**src/rtl/mcpu5_imem_driver.sv**
```systemverilog
// Program-memory responder for the MCPU5 core: loads a small instruction store over a
// valid/ready port, holds the core in reset through load and boot, then serves fetches.
module mcpu5_imem_driver #(
    parameter int          ADDR_W      = 6,
    parameter int          BOOT_CYCLES = 2,
    parameter logic [5:0]  FILL_INST   = 6'b111001
) (
    input  logic              clk,
    input  logic              reset_n,
    input  logic [7:0]        cpu_out,
    output logic [5:0]        inst_in,
    output logic              cpu_reset,
    input  logic              ld_start,
    input  logic              ld_valid,
    input  logic [5:0]        ld_data,
    output logic              ld_ready,
    input  logic              ld_done,
    output logic [ADDR_W:0]   words_loaded,
    output logic              overflow,
    output logic              running
);

    localparam int DEPTH = 1 << ADDR_W;
    localparam int CNT_W = (BOOT_CYCLES < 2) ? 1 : $clog2(BOOT_CYCLES + 1);

    typedef enum logic [1:0] {
        S_IDLE = 2'd0,
        S_LOAD = 2'd1,
        S_BOOT = 2'd2,
        S_RUN  = 2'd3
    } state_t;

    state_t             r_state;
    state_t             w_state_nxt;
    logic [ADDR_W:0]    r_wptr;
    logic [ADDR_W:0]    w_wptr_nxt;
    logic               r_ovf;
    logic               w_ovf_nxt;
    logic [CNT_W-1:0]   r_cnt;
    logic [CNT_W-1:0]   w_cnt_nxt;
    logic [5:0]         r_mem [DEPTH];

    logic               w_full;
    logic               w_wr;
    logic [ADDR_W-1:0]  w_pc;
    logic               w_unused_cpu_out;

    assign w_full = r_wptr[ADDR_W];
    // ld_start pre-empts everything, including a write offered in the same cycle
    assign w_wr   = (r_state == S_LOAD) && !ld_start && ld_valid && !w_full;
    assign w_pc   = cpu_out[ADDR_W-1:0];
    assign w_unused_cpu_out = ^cpu_out[7:ADDR_W];

    always_ff @(posedge clk or negedge reset_n) begin
        if (!reset_n) begin
            r_state <= S_IDLE;
            r_wptr  <= '0;
            r_ovf   <= 1'b0;
            r_cnt   <= '0;
        end else begin
            r_state <= w_state_nxt;
            r_wptr  <= w_wptr_nxt;
            r_ovf   <= w_ovf_nxt;
            r_cnt   <= w_cnt_nxt;
        end
    end

    always_comb begin
        w_state_nxt = r_state;
        w_wptr_nxt  = r_wptr;
        w_ovf_nxt   = r_ovf;
        w_cnt_nxt   = r_cnt;
        if (ld_start) begin
            w_state_nxt = S_LOAD;
            w_wptr_nxt  = '0;
            w_ovf_nxt   = 1'b0;
        end else begin
            case (r_state)
                S_LOAD: begin
                    if (w_wr)
                        w_wptr_nxt = r_wptr + (ADDR_W+1)'(1);
                    if (ld_valid && w_full)
                        w_ovf_nxt = 1'b1;
                    if (ld_done) begin
                        w_state_nxt = S_BOOT;
                        w_cnt_nxt   = CNT_W'(BOOT_CYCLES);
                    end
                end
                S_BOOT: begin
                    if (r_cnt <= CNT_W'(1))
                        w_state_nxt = S_RUN;
                    else
                        w_cnt_nxt = r_cnt - CNT_W'(1);
                end
                default: ;
            endcase
        end
    end

    // Store contents survive reset; only the write pointer is cleared
    always_ff @(posedge clk) begin
        if (w_wr)
            r_mem[r_wptr[ADDR_W-1:0]] <= ld_data;
    end

    always_comb begin
        inst_in = FILL_INST;
        if ((r_state == S_RUN) && ({1'b0, w_pc} < r_wptr))
            inst_in = r_mem[w_pc];
    end

    assign cpu_reset    = (r_state != S_RUN);
    assign running      = (r_state == S_RUN);
    assign ld_ready     = (r_state == S_LOAD) && !w_full;
    assign words_loaded = r_wptr;
    assign overflow     = r_ovf;

endmodule

```
**config.mk**
```make
export PLATFORM = sky130hd
export DESIGN_NAME = mcpu5_imem_driver
export DESIGN_NICKNAME = d
export VERILOG_FILES = /design/src/rtl/mcpu5_imem_driver.sv
export SDC_FILE = /design/constraint.sdc
export NUM_CORES = 1
export LEC_CHECK = 0
export ABC_CLOCK_PERIOD_IN_PS = 2900
export CAP_MARGIN = 25
export CORE_ASPECT_RATIO = 1.75
export CORE_UTILIZATION = 50
export DETAILED_ROUTE_END_ITERATION = 8
export GPL_TIMING_DRIVEN = 0
export HOLD_SLACK_MARGIN = 0.1
export PLACE_DENSITY = 0.63
export SETUP_SLACK_MARGIN = 0.1
export SYNTH_ARGS = -nofsm -noshare
export SYNTH_HDL_FRONTEND = slang
export SYNTH_SLANG_ARGS = --single-unit
```
**constraint.sdc**
```tcl
create_clock -name clk -period 2.9 [get_ports clk]
set_input_delay 0.58 -clock clk [delete_from_list [all_inputs] [get_ports clk]]
set_output_delay 0.58 -clock clk [all_outputs]
set_load 0.1 [all_outputs]
```
; Yosys cells after proc, flatten, opt, wreduce, memory -nomap -nowiden
; Memories as Yosys holds them, arrays and structs flattened.
; Cells that the tools add are included.
[totals]
ff_bits = 12
ramBits = 384
in_bits = 19
out_inout_bits = 17
wordCells = 50
memories = 1
[memory_table]
columns = memory, words, word_bits, rd, rd_clocked_by_memory_dff, write_ports, line
row1 = r_mem, 64, 6, 1, 0, 1, 41  ; logic [5:0] r_mem [DEPTH];
[classes]
n_addsub = 2
order_cmp = 2
n_eq_ne = 8
muxes = 15
n_bitwise = 1
reduce_logical = 17
[ops]
columns = cell, n
row1 = $mux W7, 3
row2 = $mux W2, 4
row3 = $pmux W2 S2, 2
row4 = $reduce_bool A2 Y1, 4
row5 = $add A7 B1 Y7 const B, 1
row6 = $lt A6 B7 Y1, 1
row7 = $logic_and A1 B1 Y1, 6
row8 = $mux W6, 1
row9 = $ne A2 B2 Y1 const B, 3
row10 = $ne A3 B3 Y1 const B, 2
row11 = $mux W1, 5
row12 = $eq A2 B2 Y1 const B, 2
row13 = $reduce_and A2 Y1, 2
row14 = $reduce_and A4 Y1, 1
row15 = $reduce_and A3 Y1, 1
row16 = $reduce_bool A3 Y1, 1
row17 = $eq A2 B1 Y1 const B, 1
row18 = $le A2 B1 Y1 const B, 1
row19 = $logic_not A1 Y1, 2
row20 = $sub A2 B1 Y2 const B, 1
row21 = $not A1 Y1, 1

; Depth between registers and ports, before layout
; Gate-level depths: netlist of run 1.
[logic_depth]
depth_word = 7
ltp_mapped = 8
depth_no_buf = 7

; Worst setup path after synthesis of run 1
; No wires, ideal clock.
[synth_path]
path_kind = register to output
start = register r_wptr[3] (netlist: words_loaded[3])
end = output port inst_in[0]
arrival_ns = 3.050
required_ns = 2.320
setup_slack_ns = -0.730
stages_incl_launch_ff = 7
path_buffers = 0
cell_sequence = dfrtp_1 -> clkinv_1 -> ha_1 -> a21oi_1 -> o21ai_0 -> a221oi_2 -> nand3_1
[synth_between]
elab_chain_cells = 3
[synth_rtl]
columns = element, line
row1 = from (decl), 35  ; logic [ADDR_W:0] r_wptr;
row2 = from (signal assigned), 62  ; r_wptr <= w_wptr_nxt;
row3 = $lt A6 B7 Y1, 108  ; if ((r_state == S_RUN) && ({1'b0, w_pc} < r_wptr))
row4 = $logic_and A1 B1 Y1, 108
row5 = $mux W6, 108
row6 = to (decl), 11  ; output logic [5:0] inst_in,
; Every way passes these cells.

; Final worst setup path of run 1
[layout_path]
start = input port cpu_out[0]
end = output port inst_in[4]
[layout_between]
elab_chain_cells = 3
word_cells_on_any_way = 4
cone_classes = order compare (1) / mux (1) / reduce/logical (1) / memory (1)
[layout_rtl]
columns = element, line
row1 = from (decl), 10  ; input logic [7:0] cpu_out,
row2 = branches (longest 2 deep; another with $mem_v2 Z64 W6), --
row3 = $mux W6 *, 108
; Mark *: on every way between the ends.

==> flow_summary.toml, run 1 <==
[outcome]
status = "finished with violations"
failed_checks = "negative setup slack"

[critical_path]
path_cells = "buf_12, buf_12, buf_12, mux4_1, a221oi_2, o21ai_1, nand4_1, nand3_4, buf_12"
startpoint_type = "input port"
slowest_stage = "mux4_1"
crit_path_start = "cpu_out[0]"
critPathArrivalTime_ps = 2520
max_stage_delay_ps = 610
cp.required_ps = 2320
endpoint_kind = "primary output"
critical_path_class = "in2out"
worstReg2RegStart = "r_state[1]"
cp_max_fo = 10
crit_top_cell = "buf_12"

[sta]
min_period_ps = 3100
tightest_slew_ps = 977.0
slew_headroom_pct = 34.66
finalMaxSlewViolations = 0
hold_violations = 0
fin_setup_tns_ps = -989.7
fmax_mhz = 322.5
fin_ws_ps = -200.3
fin_skew_ps = 8.825
whs_ps = 436.1
setup_viol = 6
rsz0062_at_grt = "yes"
min_period_over_period_pct = 106.9

[clock_tree]
clk_latency_ps = 530
numCtsBuffers = 34
holdBufCountCts = 0
clock_path_buffers = 3
htree_levels = 2
cts_tree = "built"
clk_pin_slew_ps = 70
clockRootBuffer = "clkbuf_16"
clock_sinks = 396

[drt]
viasPerCell = 6.112
final_antenna_net_count = 0
vias = 7829
routedWlPerCell_um = 28.79
drt_iter0_drc = 579
drt_pre_antenna_iters = 5
drc_errors = 0
finalWirelength_um = 36880

[die]
ios = 36
die_area_sq_um = 32220
core_sq_um = 30840
fp-row-count = 85
die_w_um = 136.1
die_height_um = 236.7
initial_utilization_pct = 51.03

[placement]
gp_congestion = 0.8052
port_buffers = 32
dpl_worst_slack_ps = -2255
dpl.hpwl_um = 25120
dp.cells = 1212

[global_route]
grt_pass1_vias = 8491
antenna_found_initial = 0
grt_max_degree = 46
grt_first_pass_wirelength_um = 54360
grt_overflow = 0
grt.total_usage_pct = 24.26

[yosys]
syn_area_per_cell_sq_um = 20.10
seq_area_frac_synth_pct = 75.17
synth_nets = 809
synth_top_cell_area_share_pct = 73.26
synth_cells = 783
ys_ff_latch = 396
ys.warnings.count = 0
synth_area_leaders = "edfxtp_1 73%, mux4_2 12%, mux4_1 2.3%, nor2_1 2.0%, dfrtp_1 1.9%"
synth.distinct_cells = 41
synth_area_sq_um = 15740
yosys.area.top_type = "edfxtp_1"

[finish]
fin_cells = 1281
area_growth_pct = 20.51
layout_commonest_cell = "edfxtp_1"
drive_gt1_share_pct = 37.75
diodes = 0
final_nets = 894
final_cell_mix = "384 x edfxtp_1, 92 x mux4_2, 40 x clkbuf_16"

[power]
p_per_area_nw_per_um2 = 622.9
vdd_drop_max_mv = 0.5600
total_power_uw = 11810
p_leak_uw = 0.005950

[min_path]
hold_class = "in2async"

[job]
cap_violations = 0
==> metrics by stage <==
stage | util, % | instance area [sq um]
after global placement | 54.15 | 16700
after CTS | 60.70 | 18720
after floorplan | - | 15890
after detailed placement | 54.47 | 16800
after global routing | 61.50 | 18970
final | 61.50 | 18970
==> cell families (layout without fill, tap and decap cells) <==
family	Yosys count	after routing	share of synthesized area (%)
flops	396	396	75.17
simple gates	158	158	4.428
mux	116	116	15.60
compound gates	57	57	2.472
buf+inv	45	152	1.550
fa+ha+maj	7	7	0.5564
xor+xnor	4	4	0.2226
==> area by class of cell <==
cell class	count	area (sq um)
clock buffers	41	940.9
repair buffers	50	604.3
clock inverters	17	196.4
inverters	9	41.29
multi-input cells	342	4328
plain buffers	35	516.7
well taps	391	489.2
fillers	2174	11870
flip-flops and latches	396	11850
==> state kept, by name, indices dropped and copies added, names as in the netlist <==
register,flops
overflow,1
words_loaded,7
r_mem,384
r_state,2
r_cnt,2
==> cell usage after synthesis (all sizes together) <==
cell and count:
a211oi 4, a21o 1, a21oi 12, a221o 2
a221oi 4, a22oi 17, a31oi 1, and2 6
and3 1, and4 1, buf 25, clkbuf 11
clkinv 1, dfrtp 12, edfxtp 384, ha 7
inv 8, mux2 3, mux2i 14, mux4 99
nand2 26, nand2b 3, nand3 20, nand4 6
nor2 82, nor2b 9, nor3 2, nor4 1
nor4bb 1, o211ai 1, o21ai 11, o21bai 1
o221ai 1, o22ai 2, xnor2 4
==> report_power, final <==
| part | internal [uW] | switching [uW] | total (uW) |
|---|---|---|---|
| clock network | 2680 | 1970 | 4650 |
| registers | 6290 | 17.1 | 6300 |
| logic | 341 | 520 | 861 |
| total | 9310 | 2510 | 11800 |
==> worst max-delay path: cells and delay by family <==
family,cells,cell delay (ps)
muxes,1,610
AOI/OAI and AO/OA,2,400
buffers and inverters,4,640
and+or+nand+nor,2,280
==> routing by layer <==
layer / GRT usage, % / wire length [um]
met1: 28.11 / 12940
met2: 43.04 / 20260
met3: 3.725 / 1868
met4: 12.19 / 1809
met5: 0 / 0
==> final timing paths <==
kind / end / slack [ps] / depth (start not counted)
max: inst_in[4] / -200 / 9
min: overflow / 440 / 1
max reg2reg: r_mem[39][1] / 200 / 6
min reg2reg: overflow / 500 / 2
max in group asynchronous: words_loaded[2] / 2020 / 1
min in group clk: r_mem[59][4] / 500 / 1
==> timing repair <==
action	CTS	global route
resized for setup	245	62
setup endpoints to repair	329	307
pin swaps	8	3
buffers inserted	9	1
cloned	2	0
Note: power is estimated with default switching activity, not from simulation.
==> inputs of run 2 (changes only) <==
Settings changed: DONT_BUFFER_PORTS from default to 1, PLACE_DENSITY 0.63 to 0.62, RECOVER_POWER from default to 50, SKIP_LAST_GASP from default to 1.
==> run 2 against run 1 <==
The run still ends with negative setup slack left. Core utilization down 1.9 points. Non-clock buffer count fell by 35. First-iteration DRC count rose by 24%. Sequential cell count is the same. Critical path type is now reg2out. Largest power group unchanged. Highest routed layer unchanged.
==> flow_summary.toml, run 2 (synthesis results as in run 1) <==
[outcome]
status = "finished with violations"
failed_checks = "negative setup slack"

[global_route]
grt_first_pass_wirelength_um = 55550
grt_max_degree = 65
grt_overflow = 0
antenna_found_initial = 0
grt.total_usage_pct = 24.41
grt_pass1_vias = 8574

[die]
die_height_um = 236.7
fp-row-count = 85
core_sq_um = 30840
initial_utilization_pct = 51.03
die_area_sq_um = 32220
ios = 36
die_w_um = 136.1

[sta]
min_period_ps = 3324
fin_ws_ps = -423.7
fin_skew_ps = 10.15
finalMaxSlewViolations = 0
setup_viol = 66
slew_headroom_pct = 36.16
tightest_slew_ps = 964.2
hold_violations = 0
rsz0062_at_grt = "yes"
fmax_mhz = 300.9
min_period_over_period_pct = 114.6

[power]
intPower_uw = 9165
total_power_uw = 11630
swShare_pct = 21.18
pwr-share-comb_pct = 5.3
vdd_drop_max_mv = 0.5188
pwr-share-seq_pct = 54.4
clock_power_share_pct = 40.3
net-switching-power_uw = 2463
p_leak_uw = 0.005622
p_per_area_nw_per_um2 = 632.8

[drt]
drt_pre_antenna_iters = 5
routedWlPerCell_um = 29.44
final_antenna_net_count = 0
viasPerCell = 6.268
finalWirelength_um = 36860
vias = 7848
drc_errors = 0
drt_iter0_drc = 718

[finish]
largest_reg_flops = 384
layout_commonest_cell = "edfxtp_1"
final_cell_mix = "384 x edfxtp_1, 87 x mux4_2, 60 x nor2_4"
final_nets = 862
area_growth_pct = 16.74
diodes = 0
drive_gt1_share_pct = 34.15
final_area_sq_um = 18380

[clock_tree]
clock_path_buffers = 3
cts_tree = "built"
clock_sinks = 396
clk_latency_ps = 530
htree_levels = 2
clk_pin_slew_ps = 60
clockRootBuffer = "clkbuf_16"
numCtsBuffers = 37

[min_path]
hold_class = "in2reg"

[critical_path]
slowest_stage = "dfrtp_4"
crit_family = "compound AO/OA/AOI/OAI gates"
max_stage_delay_ps = 650
critical_path_class = "reg2out"
cp.required_ps = 2320
startpoint_type = "flip-flop"
cp_num_buf_inv = 2
critPathArrivalTime_ps = 2740
cp_max_fo = 7
endpoint_kind = "primary output"
path_cells = "inv_4, ha_4, a21o_1, a21oi_2, o21ai_2, a221oi_4, buf_12, and2_4"

[placement]
place_area_sq_um = 16380
dpl.hpwl_um = 24270
port_buffers = 0
gp_congestion = 0.7947

[job]
cap_violations = 0
[run 2: power by group through the flow]
| stage | sequential, uW | combinational [uW] | clock [uW] |
|---|---|---|---|
| floorplan | 6450 | 416 | 0 |
| global placement | 6450 | 554 | 0 |
| detailed placement | 6450 | 561 | 0 |
| CTS | 6330 | 607 | 4740 |
| global route | 6330 | 648 | 4950 |
| finish | 6330 | 614 | 4680 |
[run 2: layout make-up]
type	instances	area (sq um)
Timing Repair Buffer	14	123.9
Clock buffer	45	998.5
Inverter	9	45.04
Clock inverter	19	143.9
Sequential cell	396	11860
Buffer	36	314.1
Multi-Input combinational cell	342	4405
Tap cell	391	489.2
Fill cell	2258	12470
[run 2: metrics by stage]
step / hold WS [ps] / std cells / setup TNS, ps / worst slack [ps] / utilization, %
2_1_floorplan: 284.4 / 783 / 0 / 28.30 / -
3_3_place_gp: 284.7 / 1174 / -121990 / -797.9 / 53.11
3_5_place_dp: 284.7 / 1174 / -159920 / -781.9 / 53.11
4_1_cts: 129.0 / 1252 / -11980 / -393.1 / 58.98
5_1_grt: 121.2 / 1252 / -23560 / -480.0 / 59.58
6_report: 146.4 / 1252 / -7557 / -423.7 / 59.58
[run 2: what timing repair did]
| item | 4_1_cts | 5_1_grt |
|---|---|---|
| pin swaps | 5 | 5 |
| hold buffers | 1 | 0 |
| gates resized for setup | 153 | 37 |
| cloned | 0 | 0 |
| setup endpoints to repair | 387 | 393 |
| setup buffers | 13 | 1 |
| endpoints found under the hold margin | 12 | 0 |
[run 2: worst paths after layout]
kind | depth (start not counted) | slack [ps] | end | start
max | 8 | -420 | inst_in[2] | words_loaded[1]
min reg2reg | 1 | 550 | r_cnt[0] | r_cnt[0]
min | 0 | 150 | r_mem[62][5] | ld_data[5]
min in group asynchronous | 1 | 490 | overflow | reset_n
max in group asynchronous | 1 | 1980 | words_loaded[6] | reset_n
max reg2reg | 12 | -200 | r_mem[63][5] | words_loaded[4]
[run 2: metal layers]
metal / global-route usage, % / up-vias / part of all wire, %
met5: 0 / - / 0
met4: 9.731 / 0 / 4.1
met3: 3.639 / 83 / 4.9
met2: 43.69 / 279 / 55
met1: 29.15 / 4154 / 36
li1: - / 3332 / -
